[src/rtl/pm_bank_if.sv]
// pm_bank_if: write, read and status bundle of the double-buffered path-metric store
interface pm_bank_if #(
    parameter int PM_W   = 7,
    parameter int ADDR_W = 2,
    parameter int ID_W   = 3
);
    logic              wr_en;
    logic [ADDR_W-1:0] wr_addr;
    logic [PM_W-1:0]   wr_pm;
    logic              wr_dec;
    logic [ID_W-1:0]   wr_id;
    logic              wr_last;
    logic              wr_ready;
    logic              rd_en;
    logic [ADDR_W-1:0] rd_addr;
    logic              rd_release;
    logic              step_rdy;
    logic [ID_W-1:0]   step_id;
    logic [PM_W-1:0]   min_pm;
    logic [ADDR_W-1:0] min_addr;
    logic              rd_vld;
    logic [PM_W-1:0]   rd_pm;
    logic              rd_dec;
    logic              step_err;
    modport master (
        output wr_en, wr_addr, wr_pm, wr_dec, wr_id, wr_last, rd_en, rd_addr, rd_release,
        input  wr_ready, step_rdy, step_id, min_pm, min_addr, rd_vld, rd_pm, rd_dec, step_err
    );
    modport slave (
        input  wr_en, wr_addr, wr_pm, wr_dec, wr_id, wr_last, rd_en, rd_addr, rd_release,
        output wr_ready, step_rdy, step_id, min_pm, min_addr, rd_vld, rd_pm, rd_dec, step_err
    );
endinterface

[src/rtl/pm_bank_mem.sv]
// pm_bank_mem: double-buffered Viterbi path-metric bank with per-step minimum and MSB renormalisation
module pm_bank_mem #(
    parameter int PM_W    = 7,
    parameter int ADDR_W  = 2,
    parameter int ID_W    = 3,
    parameter bit NORM_EN = 1'b1
) (
    input logic     PM_clk,
    input logic     PM_rst,
    pm_bank_if.slave b
);
    localparam int NUM_ST = 2**ADDR_W;
    localparam logic [PM_W-1:0] LOW = {1'b0, {(PM_W-1){1'b1}}};

    logic [PM_W:0]       mem_q [2][NUM_ST];
    logic                sel_q, dup_q, dup_d, rdy_q, rdy_d, norm_q, norm_d;
    logic                err_q, err_d, rv_q, rv_d, rdec_q, rdec_d;
    logic [NUM_ST-1:0]   mask_q, mask_d, mask_w;
    logic [PM_W-1:0]     rmin_q, rmin_d, pmin_q, pmin_d, rpm_q, rpm_d, rd_raw, cmin;
    logic [ADDR_W-1:0]   raddr_q, raddr_d, paddr_q, paddr_d, caddr;
    logic [ID_W-1:0]     id_q, id_d;
    logic                acc, com, take, dup_w;

    always_comb begin
        acc     = b.wr_en && b.wr_ready;
        com     = acc && b.wr_last;
        mask_w  = mask_q | (NUM_ST'(1) << b.wr_addr);
        dup_w   = dup_q | mask_q[b.wr_addr];
        take    = mask_q == '0 || b.wr_pm < rmin_q || (b.wr_pm == rmin_q && b.wr_addr < raddr_q);
        cmin    = take ? b.wr_pm : rmin_q;
        caddr   = take ? b.wr_addr : raddr_q;
        rd_raw  = mem_q[!sel_q][b.rd_addr][PM_W:1];
        mask_d  = com ? '0 : acc ? mask_w : mask_q;
        dup_d   = com ? 1'b0 : acc ? dup_w : dup_q;
        rmin_d  = com ? '0 : acc ? cmin : rmin_q;
        raddr_d = com ? '0 : acc ? caddr : raddr_q;
        rdy_d   = com || (rdy_q && !b.rd_release);
        id_d    = com ? b.wr_id : id_q;
        pmin_d  = com ? cmin : pmin_q;
        paddr_d = com ? caddr : paddr_q;
        norm_d  = com ? (NORM_EN && cmin[PM_W-1]) : norm_q;
        err_d   = com && (mask_w != '1 || dup_w);
        rv_d    = b.rd_en && rdy_q;
        // reads are normalised with the flag of the bank they were taken from
        rpm_d   = rv_d ? (norm_q ? rd_raw & LOW : rd_raw) : rpm_q;
        rdec_d  = rv_d ? mem_q[!sel_q][b.rd_addr][0] : rdec_q;
    end

    always_ff @(posedge PM_clk) begin
        if (acc) mem_q[sel_q][b.wr_addr] <= {b.wr_pm, b.wr_dec};
    end

    always_ff @(posedge PM_clk or posedge PM_rst) begin
        if (PM_rst) begin
            sel_q   <= 1'b0;
            mask_q  <= '0;
            dup_q   <= 1'b0;
            rmin_q  <= '0;
            raddr_q <= '0;
            rdy_q   <= 1'b0;
            id_q    <= '0;
            pmin_q  <= '0;
            paddr_q <= '0;
            norm_q  <= 1'b0;
            err_q   <= 1'b0;
            rv_q    <= 1'b0;
            rpm_q   <= '0;
            rdec_q  <= 1'b0;
        end else begin
            sel_q   <= sel_q ^ com;
            mask_q  <= mask_d;
            dup_q   <= dup_d;
            rmin_q  <= rmin_d;
            raddr_q <= raddr_d;
            rdy_q   <= rdy_d;
            id_q    <= id_d;
            pmin_q  <= pmin_d;
            paddr_q <= paddr_d;
            norm_q  <= norm_d;
            err_q   <= err_d;
            rv_q    <= rv_d;
            rpm_q   <= rpm_d;
            rdec_q  <= rdec_d;
        end
    end

    assign b.wr_ready = !rdy_q || b.rd_release;
    assign b.step_rdy = rdy_q;
    assign b.step_id  = id_q;
    assign b.min_pm   = norm_q ? pmin_q & LOW : pmin_q;
    assign b.min_addr = paddr_q;
    assign b.rd_vld   = rv_q;
    assign b.rd_pm    = rpm_q;
    assign b.rd_dec   = rdec_q;
    assign b.step_err = err_q;
endmodule

[src/flat_wrapper.sv]
// flat-port wrapper written by rule: the top's interface ports become plain ports
module pm_bank_mem_flat 
#(
    parameter int PM_W    = 7,
    parameter int ADDR_W  = 2,
    parameter int ID_W    = 3,
    parameter bit NORM_EN = 1'b1
)
  (PM_clk, PM_rst, b_wr_en, b_wr_addr, b_wr_pm, b_wr_dec, b_wr_id, b_wr_last, b_rd_en, b_rd_addr, b_rd_release, b_wr_ready, b_step_rdy, b_step_id, b_min_pm, b_min_addr, b_rd_vld, b_rd_pm, b_rd_dec, b_step_err);
  pm_bank_if #(.PM_W(PM_W), .ADDR_W(ADDR_W), .ID_W(ID_W)) b_i ();
  input logic PM_clk;
  input logic PM_rst;
  input wire logic [$bits(b_i.wr_en)-1:0] b_wr_en;
  input wire logic [$bits(b_i.wr_addr)-1:0] b_wr_addr;
  input wire logic [$bits(b_i.wr_pm)-1:0] b_wr_pm;
  input wire logic [$bits(b_i.wr_dec)-1:0] b_wr_dec;
  input wire logic [$bits(b_i.wr_id)-1:0] b_wr_id;
  input wire logic [$bits(b_i.wr_last)-1:0] b_wr_last;
  input wire logic [$bits(b_i.rd_en)-1:0] b_rd_en;
  input wire logic [$bits(b_i.rd_addr)-1:0] b_rd_addr;
  input wire logic [$bits(b_i.rd_release)-1:0] b_rd_release;
  output wire logic [$bits(b_i.wr_ready)-1:0] b_wr_ready;
  output wire logic [$bits(b_i.step_rdy)-1:0] b_step_rdy;
  output wire logic [$bits(b_i.step_id)-1:0] b_step_id;
  output wire logic [$bits(b_i.min_pm)-1:0] b_min_pm;
  output wire logic [$bits(b_i.min_addr)-1:0] b_min_addr;
  output wire logic [$bits(b_i.rd_vld)-1:0] b_rd_vld;
  output wire logic [$bits(b_i.rd_pm)-1:0] b_rd_pm;
  output wire logic [$bits(b_i.rd_dec)-1:0] b_rd_dec;
  output wire logic [$bits(b_i.step_err)-1:0] b_step_err;
  assign b_i.wr_en = b_wr_en;
  assign b_i.wr_addr = b_wr_addr;
  assign b_i.wr_pm = b_wr_pm;
  assign b_i.wr_dec = b_wr_dec;
  assign b_i.wr_id = b_wr_id;
  assign b_i.wr_last = b_wr_last;
  assign b_i.rd_en = b_rd_en;
  assign b_i.rd_addr = b_rd_addr;
  assign b_i.rd_release = b_rd_release;
  assign b_wr_ready = b_i.wr_ready;
  assign b_step_rdy = b_i.step_rdy;
  assign b_step_id = b_i.step_id;
  assign b_min_pm = b_i.min_pm;
  assign b_min_addr = b_i.min_addr;
  assign b_rd_vld = b_i.rd_vld;
  assign b_rd_pm = b_i.rd_pm;
  assign b_rd_dec = b_i.rd_dec;
  assign b_step_err = b_i.step_err;
  pm_bank_mem #(.PM_W(PM_W), .ADDR_W(ADDR_W), .ID_W(ID_W), .NORM_EN(NORM_EN)) u_core (.PM_clk(PM_clk), .PM_rst(PM_rst), .b(b_i));
endmodule
[config.mk]
export PLATFORM = sky130hd
export DESIGN_NAME = pm_bank_mem_flat
export DESIGN_NICKNAME = d
export VERILOG_FILES = /design/src/rtl/pm_bank_if.sv /design/src/rtl/pm_bank_mem.sv /design/src/flat_wrapper.sv
export SDC_FILE = /design/constraint.sdc
export NUM_CORES = 1
export LEC_CHECK = 0
export CAP_MARGIN = 40
export CORE_ASPECT_RATIO = 0.8
export CORE_MARGIN = 2
export CORE_UTILIZATION = 45
export DETAILED_ROUTE_END_ITERATION = 10
export MAX_ROUTING_LAYER = met4
export PLACE_DENSITY = 0.66
export SKIP_LAST_GASP = 1
export SYNTH_ARGS = -nofsm -noshare
export SYNTH_HDL_FRONTEND = slang
export SYNTH_SLANG_ARGS = --single-unit
[constraint.sdc]
create_clock -name PM_clk -period 2.3 [get_ports PM_clk]
set_input_delay 0.345 -clock PM_clk [delete_from_list [all_inputs] [get_ports PM_clk]]
set_output_delay 0.345 -clock PM_clk [all_outputs]
set_load 0.01 [all_outputs]
# Yosys cells after proc, flatten, opt, wreduce, memory -nomap -nowiden
# Memories as Yosys holds them, arrays and structs flattened.
# Index checks and enable logic that the tools add are counted.
# word_totals
reg_bits,39
ramBits,64
in_bits,21
output_inout_bits,24
word_cells,67
n_memories,1
# memory_table
name,words,word_bits,read_ports,rd_ports_with_merged_regs,wr,line_no,rtl
u_core.mem_q,2,32,1,0,1,pm_bank_mem.sv:15,logic [PM_W:0] mem_q [2][NUM_ST];
# classes
magnitude_cmp,6
n_eq_ne,2
n_shift,1
muxes,21
bitwise,5
n_reduce_logical,17
# op_table
op,n
7-bit 2-to-1 mux,5
32-bit 2-to-1 mux,1
8-bit 2-to-1 mux,3
8-bit binary-select mux with 2-bit select,1
8-bit demux with 2-bit select,1
4-bit 2-to-1 mux,2
7-bit equality test,1
1-bit logical AND,7
7-bit less-than comparator,1
"3-bit >= comparator, second input constant",2
2-bit 2-to-1 mux,3
2-bit inverter with 3-bit output,2
1-bit logical OR,5
4-bit logical NOT,1
1-bit 2-to-1 mux,4
"4-bit != test, second input constant",1
4-bit bitwise OR,1
"1-bit by 2-bit left shift with 4-bit output, first input constant",1
1-bit logical NOT,3
"2-bit by 3-bit less-than comparator with 1-bit output, second input constant",1
"3-bit by 1-bit less-than comparator with 1-bit output, second input constant",1
1-bit binary-select mux with 2-bit select,1
2-bit less-than comparator,1
2-bit nonzero test,1
other kinds (2),2

# Longest topological paths before layout
# Gate-level depths: netlist (run 1).
# depth
word_depth,6
depth_mapped,8
depth_no_buf,7

# Least setup slack after synthesis (run 1)
# Ideal clock, no wire load.
# synth_timing
path_kind,register -> register
start,"reg u_core.rdy_q, in the netlist u_core.b.step_rdy"
end,mem u_core.mem_q[0][10] (netlist bit) (enable)
setup_ps,383
arrival_time_ps,1670
t_required_ps,1917
slack_ps,246
stages_incl_launch_ff,6
n_path_buf,1
period_less_slack_ps,2054
path_cell_list,dfrtp_1 nand2b_1 and2_1 clkbuf_1 nand2_1 nor3_1
# synth_via
elab_chain_len,5
# synth_rtl
item,line_no,rtl
from (decl),pm_bank_mem.sv:16,"logic sel_q, dup_q, dup_d, rdy_q, rdy_d, norm_q, norm_d;"
from (signal assigned),pm_bank_mem.sv:75,rdy_q <= rdy_d;
1-bit logical NOT,pm_bank_mem.sv:87,assign b.wr_ready = !rdy_q || b.rd_release;
1-bit logical OR,pm_bank_mem.sv:87,
named net b_wr_ready,flat_wrapper.sv:22,output wire logic [$bits(b_i.wr_ready)-1:0] b_wr_ready;
1-bit logical AND,pm_bank_mem.sv:25,acc = b.wr_en && b.wr_ready;
1-bit 2-to-1 mux,pm_bank_mem.sv:50,"if (acc) mem_q[sel_q][b.wr_addr] <= {b.wr_pm, b.wr_dec};"
32-bit 2-to-1 mux (not written as such),pm_bank_mem.sv:50,
to (decl),pm_bank_mem.sv:15,
# The timed path passes the listed nets, and every way through them passes these cells.

# Worst setup path in the final report (run 1)
# layout_timing
start,in b_wr_pm[2]
end,reg u_core.pmin_q[0]
# layout_via
elab_chain_len,4
word_cells_on_any_way,6
classes_between,1 x order compare; 1 x eq/ne; 1 x mux; 3 x reduce/logical
# layout_rtl
item,line_no,rtl
from (decl),flat_wrapper.sv:15,input wire logic [$bits(b_i.wr_pm)-1:0] b_wr_pm;
7-bit less-than comparator or 7-bit equality test (tied branches),pm_bank_mem.sv:29,take = mask_q == '0 || b.wr_pm < rmin_q || (b.wr_pm == rmin_q && b.wr_addr < raddr_q);
1-bit logical OR or 1-bit logical AND (tied branches),pm_bank_mem.sv:29,
1-bit logical OR (*),pm_bank_mem.sv:29,
7-bit 2-to-1 mux (*),pm_bank_mem.sv:30,cmin = take ? b.wr_pm : rmin_q;
to (signal assigned),pm_bank_mem.sv:77,pmin_q <= pmin_d;
to (decl),pm_bank_mem.sv:19,"logic [PM_W-1:0] rmin_q, rmin_d, pmin_q, pmin_d, rpm_q, rpm_d, rd_raw, cmin;"
# Every way passes the cells marked *; elsewhere a longest branch is shown, timed or not.
# A chain may end at the register's enable or synchronous reset.

==> results by group, run 1 <==
Timing
  • Headroom to the max-slew limit: 63.5%
  • Final period util: 90.7%
  • Final Max Slew Viols: 0
  • Min Tclk post-route: 2.09 ns
  • Clk_skew: 0.00746 ns
  • RSZ-0062 raised after global routing: false
  • Least-Margin Pin Slew: 0.546 ns
  • # setup viols final: 0
  • Fmax: 479 MHz
  • Final hold vios: 0
  • Setup ws final: 0.214 ns

CTS
  • Num CTS Buffers: 9
  • Post_cts resized: 0
  • Post-CTS Setup Bufs: 0
  • Post-CTS Hold Buffers: 0
  • Clock buffer depth: 2
  • Htree depth: 3
  • CTS tree: built
  • Root buf cell: clkbuf_16
  • CTS Sinks: 102
  • Clock transition at path regs: 0.07 ns
  • Clk_lat worst skew: 0.35 ns

Floorplanning
  • Die area: 10200 um2
  • IO Count: 45
  • Core box area: 9080 um2
  • Initial Utilization: 46.6%
  • Die width: 112 um
  • Core Rows: 31
  • Chip height: 90.7 um

Yosys
  • Most common library cells after synthesis: 64 x edfxtp_1, 41 x nand2_1, 38 x dfrtp_1
  • Post-Syn Instances: 287
  • Synth cell types: 40
  • Synthesized area: 4230 um2
  • Synth Area in Compound Gates: 6.90%
  • Fraction of synthesized area in multiplexers: 11.3%
  • Most common cell in the netlist: edfxtp_1
  • EDFF count, synth: 64
  • Combinational family with the most area after synthesis: multiplexers
  • Ranking of synthesized cells by area: edfxtp_1 45%, dfrtp_1 23%, mux4_2 8.5%
  • Adder-Cell Fraction of Synth Area: 2.37%
  • Top FF cell, synth: edfxtp_1
  • Syn Area/Cell: 14.7 um2
  • Async SR Flop Fraction: 37.3%
  • Synth area leader: edfxtp_1
  • Sequential-to-total area share from yosys stat: 68.0%
  • Xor-xnor portion of the synthesized cell area: 0.207%
  • Yosys warning total: 0
  • Syn nets: 316
  • Simple-Gate Fraction of Synth Area: 8.26%
  • Top cell type's share of synthesized area: 45.5%
  • FF+latch count, synth: 102

GRT
  • Vias in the first global route: 2636
  • GRT overflow: 0
  • Gr usage total: 18.3%
  • Initial antenna violation count: 0
  • First-pass GRT wire length: 13700 um
  • Pin count of the biggest net entering global routing: 39

Place
  • Dpl ws: -0.197 ns
  • Placed wire-length estimate: 5760 um
  • IO buf count: 43
  • Final GP Congestion: 0.860
  • Inst Count DP: 462

Power and ir drop
  • Clock power share: 30.8%
  • Gate power share: 23.6%
  • Reg power frac: 45.6%
  • P_leak: 2.06 nW
  • Net load switching power: 1.35 mW
  • Power Internal: 3.69 mW
  • Power Density: 954 nW/um2
  • Sw frac: 26.7%
  • Max VDD drop: 0.000537 V

Min path
  • Worst hold-check path type: input port to asynchronous set/reset pin

Drt
  • WL/cell: 17.6 um
  • DRC: 0
  • Vias/cell: 5.29
  • Drt first pass iters: 5
  • Final WL: 8390 um
  • Post-DRT Antenna Nets: 0
  • Initial DRC Count: 114
  • Via count: 2528

Final layout
  • Antenna diodes: 0
  • Net count reported at finish: 387
  • Fill cells: 731
  • Layout cell share with drive strength beyond 1: 18.5%
  • Area grow syn2layout: 24.8%
  • Cell Count, Final, Fillers Out: 478

Run
  • Number of max-cap violations: 0

Critical path
  • CP Launch Type: input port
  • Critical path peak fanout: 11
  • Critical path class: input port to flop
  • CP required: 2.52 ns
  • Crit. End Element: flop
  • Crit path DAT: 2.31 ns

Run status
  • Status: completed
## through the flow
step	setup TNS (ns)	total power [mW]	hold WS [ns]	util (%)	instance area, um2
2_1_floorplan	0	3.04	0.433	-	4230
5_1_grt	0	5.27	0.499	58.1	5280
3_5_place_dp	-1.67	3.53	0.469	54.7	4960
4_1_cts	0	5.08	0.447	58.1	5270
3_3_place_gp	-0.703	3.51	0.458	54.7	4960
6_report	0	5.03	0.426	58.1	5280
## worst max-delay path, cell delays in order
cell and delay, ns:
clkdlybuf4s50_1 0.49, ha_1 0.36, nand4b_1 0.11, a211o_1 0.31, o211ai_1 0.15, buf_4 0.25
mux2i_1 0.20, a21oi_1 0.09
## registers in the layout, summed over array words and instances (netlist names)
| register | cells |
|---|---|
| u_core.mask_q | 4 |
| u_core.dup_q | 1 |
| u_core.mem_q | 64 |
| u_core.rmin_q | 7 |
| u_core.sel_q | 1 |
| u_core.norm_q | 1 |
| u_core.b.step_rdy | 1 |
| u_core.raddr_q | 2 |
| u_core.b.step_err | 1 |
| u_core.b.rd_dec | 1 |
| u_core.b.min_addr | 2 |
| u_core.b.rd_vld | 1 |
| u_core.b.rd_pm | 7 |
| u_core.b.step_id | 3 |
| u_core.pmin_q | 6 |
## layout make-up
| class | count | area, um2 | area share, % |
|---|---|---|---|
| sequential | 102 | 2870 | 54.5 |
| multi-input combinational | 157 | 1240 | 23.4 |
| timing repair buffer | 74 | 663 | 12.6 |
| clock buffer | 11 | 243 | 4.60 |
| tap | 115 | 144 | 2.73 |
| clock inverter | 5 | 63.8 | 1.21 |
| inverter | 14 | 52.6 | 0.996 |
## final timing paths
kind / startpoint / to / slack [ns] / cells after the start
worst min register to register: u_core.b.rd_dec / u_core.b.rd_dec / 0.48 / 2
min in group PM_clk: u_core.b.rd_dec / u_core.b.rd_dec / 0.48 / 2
worst min-delay path: PM_rst / u_core.b.rd_pm[4] / 0.43 / 3
worst max register to register: u_core.rmin_q[2] / u_core.pmin_q[0] / 0.33 / 8
max in group asynchronous: PM_rst / u_core.pmin_q[4] / 1.50 / 3
worst max-delay path: b_wr_pm[2] / u_core.pmin_q[0] / 0.21 / 8
## layer usage
layer	up-vias	wire, um	global-route usage, %
met5	-	0	-
met4	0	62	5.89
met3	10	438	4.56
met2	70	3970	28.5
met1	1243	3920	24.0
li1	1205	-	-
## cells by family (layout without fill, tap and decap cells)
family,Yosys count,after routing
AOI/OAI and AO/OA,44,44
xor gates and xnor gates,1,1
adders and majority gates,8,8
buffers and inverters,28,104
DFF,102,102
muxes,26,26
other,1,1
and+or+nand+nor,77,77
## cells in the final DEF, fill, tap and decap left out, types with 2 or more instances in the layout
master	instances
nor2_1	18
nor3_1	2
a22o_1	8
mux2i_1	9
a21oi_1	10
o21ai_0	8
nand3b_1	3
nand2_1	41
edfxtp_1	64
mux4_2	16
and2_1	2
clkdlybuf4s50_1	43
clkbuf_16	9
nand4_1	2
nand2b_1	2
buf_4	31
dfrtp_1	38
ha_1	8
a31oi_1	8
inv_6	3
inv_1	14
and3_1	2
## power groups by stage
stage / clock network (mW) / registers (mW) / logic, mW
global placement: 0 / 2.32 / 1.19
floorplan: 0 / 2.36 / 0.681
detailed placement: 0 / 2.33 / 1.20
finish: 1.55 / 2.30 / 1.19
global route: 1.64 / 2.32 / 1.30
CTS: 1.58 / 2.30 / 1.21
No activity file was read; power rests on OpenSTA's default activity.
==> inputs of run 2 (changes only) <==
Clock period 2.3 ns to 2.1 ns, I/O delays scaled along.
==> run 2 against run 1 <==
Clock skew about the same; global-route usage grew 0.33 points; routed wire length up 1.9%; setup slack worse by 0.15 ns; cell area is 2.0% higher; critical endpoint unchanged; critical path depth rose by 1.
==> results by group, run 2 (synthesized netlist as in run 1, its figures left out) <==
Drt
  • Drt first pass iters: 4
  • Post-DRT Antenna Nets: 0
  • Vias/cell: 5.37
  • Via count: 2583
  • Final WL: 8560 um
  • Initial DRC Count: 175
  • DRC: 0
  • WL/cell: 17.8 um

Timing
  • Clk_skew: 0.00796 ns
  • Final period util: 97.2%
  • # setup viols final: 0
  • Fmax: 490 MHz
  • Final hold vios: 0
  • Min Tclk post-route: 2.04 ns
  • Hold Slack: 0.330 ns
  • Final Max Slew Viols: 0

Run status
  • Status: completed

Place
  • Placed wire-length estimate: 5880 um
  • Final GP Congestion: 0.835
  • IO buf count: 43

Power and ir drop
  • Max VDD drop: 0.000728 V
  • Power Density: 1070 nW/um2
  • P_leak: 2.10 nW

Final layout
  • Final core occ: 59.3%
  • Area grow syn2layout: 27.3%
  • Max reg flops: 64
  • Commonest non-fill, non-tap cell in the layout: edfxtp_1
  • Antenna diodes: 0
  • Reg with most FFs: u_core.mem_q
  • Net count reported at finish: 390
  • Layout cell share with drive strength beyond 1: 18.9%
  • Most frequent cells in the layout: 64 x edfxtp_1, 43 x clkdlybuf4s50_1, 41 x nand2_1
  • Fill cells: 712

CTS
  • Root buf cell: clkbuf_16
  • Clk_lat worst skew: 0.34 ns
  • Num CTS Buffers: 9
  • Clock transition at path regs: 0.07 ns
  • Post-CTS Hold Buffers: 0
  • Clock buffer depth: 2
  • CTS tree: built
  • CTS Sinks: 102
  • Htree depth: 3

Critical path
  • Crit path DAT: 2.26 ns
  • CP Launch Type: input port
  • Cell depth of the worst flop-to-flop path: 9
  • Worst r2r src: u_core.rmin_q[4]
  • Critical path peak fanout: 5
  • CP required: 2.32 ns
  • Worst Setup SP: b_wr_pm[2]
  • Crit. End Element: flop
  • R2R setup slack: 0.12 ns
  • Worst setup endpoint: u_core.pmin_q[0]
  • Critical path class: input port to flop
  • Reg-to-reg endpoint: u_core.pmin_q[0]

Floorplanning
  • Die area: 10200 um2
  • Core Rows: 31
  • IO Count: 45
  • Core box area: 9080 um2
  • Chip height: 90.7 um
  • Initial Utilization: 46.6%
  • Die width: 112 um

GRT
  • Initial antenna violation count: 0
  • Gr usage total: 18.6%
  • First-pass GRT wire length: 14100 um
  • Pin count of the biggest net entering global routing: 39
  • Vias in the first global route: 2705
  • GRT overflow: 0

Run
  • Number of max-cap violations: 0

Min path
  • Worst hold-check path type: input port to asynchronous set/reset pin
[run 2: changes by cell type in the layout (fill, tap and decap cells not counted), sizes merged]
cell    delta
buf        +3
inv        -3
bufinv     +2
clkinv     +2
clkbuf     -1
[run 2: final cells by class]
class	instances	area [um2]	share of cell area (%)
sequential	102	2870	53.4
inverter	14	52.6	0.977
clock inverter	6	110	2.05
tap	115	144	2.67
timing repair buffer	77	736	13.7
clock buffer	10	229	4.26
multi-input combinational	157	1240	23.0
[run 2: worst max-delay path, stage by stage]
cell and delay [ns]:
clkdlybuf4s50_1 0.51, ha_1 0.37, nand4b_1 0.12, a211o_1 0.30, o211ai_1 0.10, buf_4 0.15
buf_4 0.13, mux2i_1 0.19, a21oi_1 0.08
[run 2: where the power goes]
part	switching (mW)	internal [mW]	total (mW)
Clock	0.696	1.16	1.86
Combinational	0.631	0.736	1.37
Sequential	0.138	2.39	2.52
[run 2: per-stage QoR]
stage	setup TNS (ns)	setup slack, ns	power (mW)	instances	instance area [um2]
final	0	0.0594	5.75	481	5380
after floorplan	0	0.0462	3.33	287	4230
after global routing	-0.000500	-0.000500	6.03	481	5380
after detailed placement	-3.88	-0.319	3.93	464	5030
after global placement	-2.98	-0.252	3.90	464	5030
after CTS	0	0.00555	5.79	480	5370
[run 2: how the worst min path moves through the flow]
stage | end | slack, ns | cells after the start
final | u_core.b.rd_pm[3] | 0.33 | 3
after global routing | u_core.b.rd_pm[3] | 0.37 | 3
after CTS | u_core.b.rd_pm[0] | 0.34 | 3
after detailed placement | u_core.b.step_id[0] | 0.47 | 2
after global placement | u_core.b.step_id[2] | 0.46 | 2
after floorplan | u_core.mem_q[0][0] | 0.41 | 0
[run 2: what timing repair did]
item / in CTS / in global routing
endpoints found under the setup margin: 0 / 15
resized for setup: 0 / 1
buffers inserted: 0 / 1
[run 2: routing by layer]
layer	global-route usage, %	vias to the layer above	wire length [um]
met1	26.0	1273	4020
met4	4.17	0	82
met5	-	-	0
met2	28.4	83	3930
met3	4.36	10	522
li1	-	1217	-
==> inputs of run 3 (changes only) <==
Settings changed: CORE_MARGIN 2 to unset.
==> run 3 against run 2 <==
Maximum frequency increased by 2.1%; flip-flop and latch count is the same; die area fell by 3.9%; critical path depth down 1; global-route usage is 1.5 points higher; via count shrank 2.7%; largest power group unchanged.
==> results by group, run 3 (synthesized netlist as in run 1, its figures left out) <==
Drt
  • Via count: 2513
  • Final WL: 8570 um
  • Post-DRT Antenna Nets: 0
  • Vias/cell: 5.27
  • DRC: 0
  • Initial DRC Count: 121
  • WL/cell: 18.0 um
  • Drt first pass iters: 4

CTS
  • Htree depth: 3
  • CTS Sinks: 102
  • Clk_lat worst skew: 0.35 ns
  • Root buf cell: clkbuf_16
  • Clock buffer depth: 2
  • CTS tree: built
  • Clock transition at path regs: 0.07 ns
  • Num CTS Buffers: 9
  • Post-CTS Hold Buffers: 0

Final layout
  • Net count reported at finish: 386
  • Final core occ: 58.9%
  • Area grow syn2layout: 26.4%
  • Fill cells: 730
  • Cell Count, Final, Fillers Out: 477
  • Commonest non-fill, non-tap cell in the layout: edfxtp_1
  • Most frequent cells in the layout: 64 x edfxtp_1, 43 x clkdlybuf4s50_1, 41 x nand2_1
  • Fin area: 5340 um2
  • Antenna diodes: 0
  • Reg with most FFs: u_core.mem_q
  • Max reg flops: 64
  • Layout cell share with drive strength beyond 1: 18.2%

Timing
  • Final period util: 95.1%
  • Clk_skew: 0.00890 ns
  • Least-Margin Pin Slew: 0.552 ns
  • Min Tclk post-route: 2.00 ns
  • Setup TNS Final: 0 ns
  • Fmax: 500 MHz
  • # setup viols final: 0
  • Final hold vios: 0
  • Headroom to the max-slew limit: 63.1%
  • Setup ws final: 0.102 ns
  • Final Max Slew Viols: 0
  • Hold Slack: 0.393 ns
  • RSZ-0062 raised after global routing: false

Place
  • IO buf count: 43
  • Dpl ws: -0.351 ns
  • Placed wire-length estimate: 5810 um
  • Final GP Congestion: 0.904
  • Placed inst area: 5000 um2
  • Inst Count DP: 460

Critical path
  • Crit. End Element: flop
  • Reg-to-reg endpoint: u_core.pmin_q[0]
  • CP required: 2.33 ns
  • Cell depth of the worst flop-to-flop path: 8
  • Worst setup endpoint: u_core.pmin_q[0]
  • CP Launch Type: input port
  • Crit path DAT: 2.22 ns
  • Critical path peak fanout: 6
  • Worst Setup SP: b_wr_pm[2]
  • Critical path class: input port to flop
  • R2R setup slack: 0.11 ns
  • Worst r2r src: u_core.rmin_q[4]

GRT
  • Gr usage total: 20.2%
  • Initial antenna violation count: 0
  • GRT overflow: 0
  • First-pass GRT wire length: 13300 um
  • Pin count of the biggest net entering global routing: 39
  • Vias in the first global route: 2474

Floorplanning
  • Core Rows: 31
  • Core box area: 9080 um2
  • IO Count: 45
  • Initial Utilization: 46.6%
  • Die area: 9780 um2
  • Die width: 110 um
  • Chip height: 88.7 um

Power and ir drop
  • Total power after layout: 5.66 mW
  • Power Density: 1060 nW/um2
  • P_leak: 2.07 nW
  • Max VDD drop: 0.000493 V

Run status
  • Status: completed

Run
  • Number of max-cap violations: 0

Min path
  • Worst hold-check path type: input port to asynchronous set/reset pin
run 3: report_power, final:
part | switching [mW] | total [mW] | internal (mW)
sequential | 0.132 | 2.52 | 2.39
clock | 0.727 | 1.78 | 1.05
combinational | 0.630 | 1.36 | 0.732
total | 1.49 | 5.66 | 4.17
run 3: layer usage:
layer / track usage [%] / part of all wire [%] / vias up
li1: - / - / 1207
met1: 28.9 / 51 / 1252
met2: 27.8 / 45 / 47
met3: 4.05 / 3.4 / 7
met4: 8.85 / 1.3 / 0
met5: - / 0 / -
run 3: area by class of cell:
| class | instances | area (um2) | area share, % |
|---|---|---|---|
| tap | 115 | 144 | 2.69 |
| clock inverter | 6 | 92.6 | 1.73 |
| timing repair buffer | 73 | 706 | 13.2 |
| clock buffer | 10 | 229 | 4.29 |
| multi-input combinational | 157 | 1240 | 23.3 |
| inverter | 14 | 52.6 | 0.984 |
| sequential | 102 | 2870 | 53.8 |
run 3: how the worst min path moves through the flow:
stage          cells past startpoint                   to  slack [ns]
2_1_floorplan                      0   u_core.mem_q[0][0]        0.41
3_3_place_gp                       2  u_core.b.step_id[2]        0.46
5_1_grt                            3    u_core.b.rd_pm[2]        0.48
6_report                           3    u_core.b.rd_pm[2]        0.39
4_1_cts                            3    u_core.b.rd_pm[2]        0.41
3_5_place_dp                       2  u_core.b.step_id[1]        0.46
run 3: timing repair:
action | CTS | global route
hold endpoints to repair | 0 | 0
gates resized for setup | 0 | 3
buffers inserted | 0 | 1
endpoints found under the setup margin | 0 | 9
run 3: critical path, stage by stage:
cell             delay, ns
clkdlybuf4s50_1       0.48
ha_1                  0.35
nand4b_1              0.12
a211o_1               0.30
o211ai_1              0.16
buf_4                 0.21
mux2i_1               0.19
a21oi_1               0.08
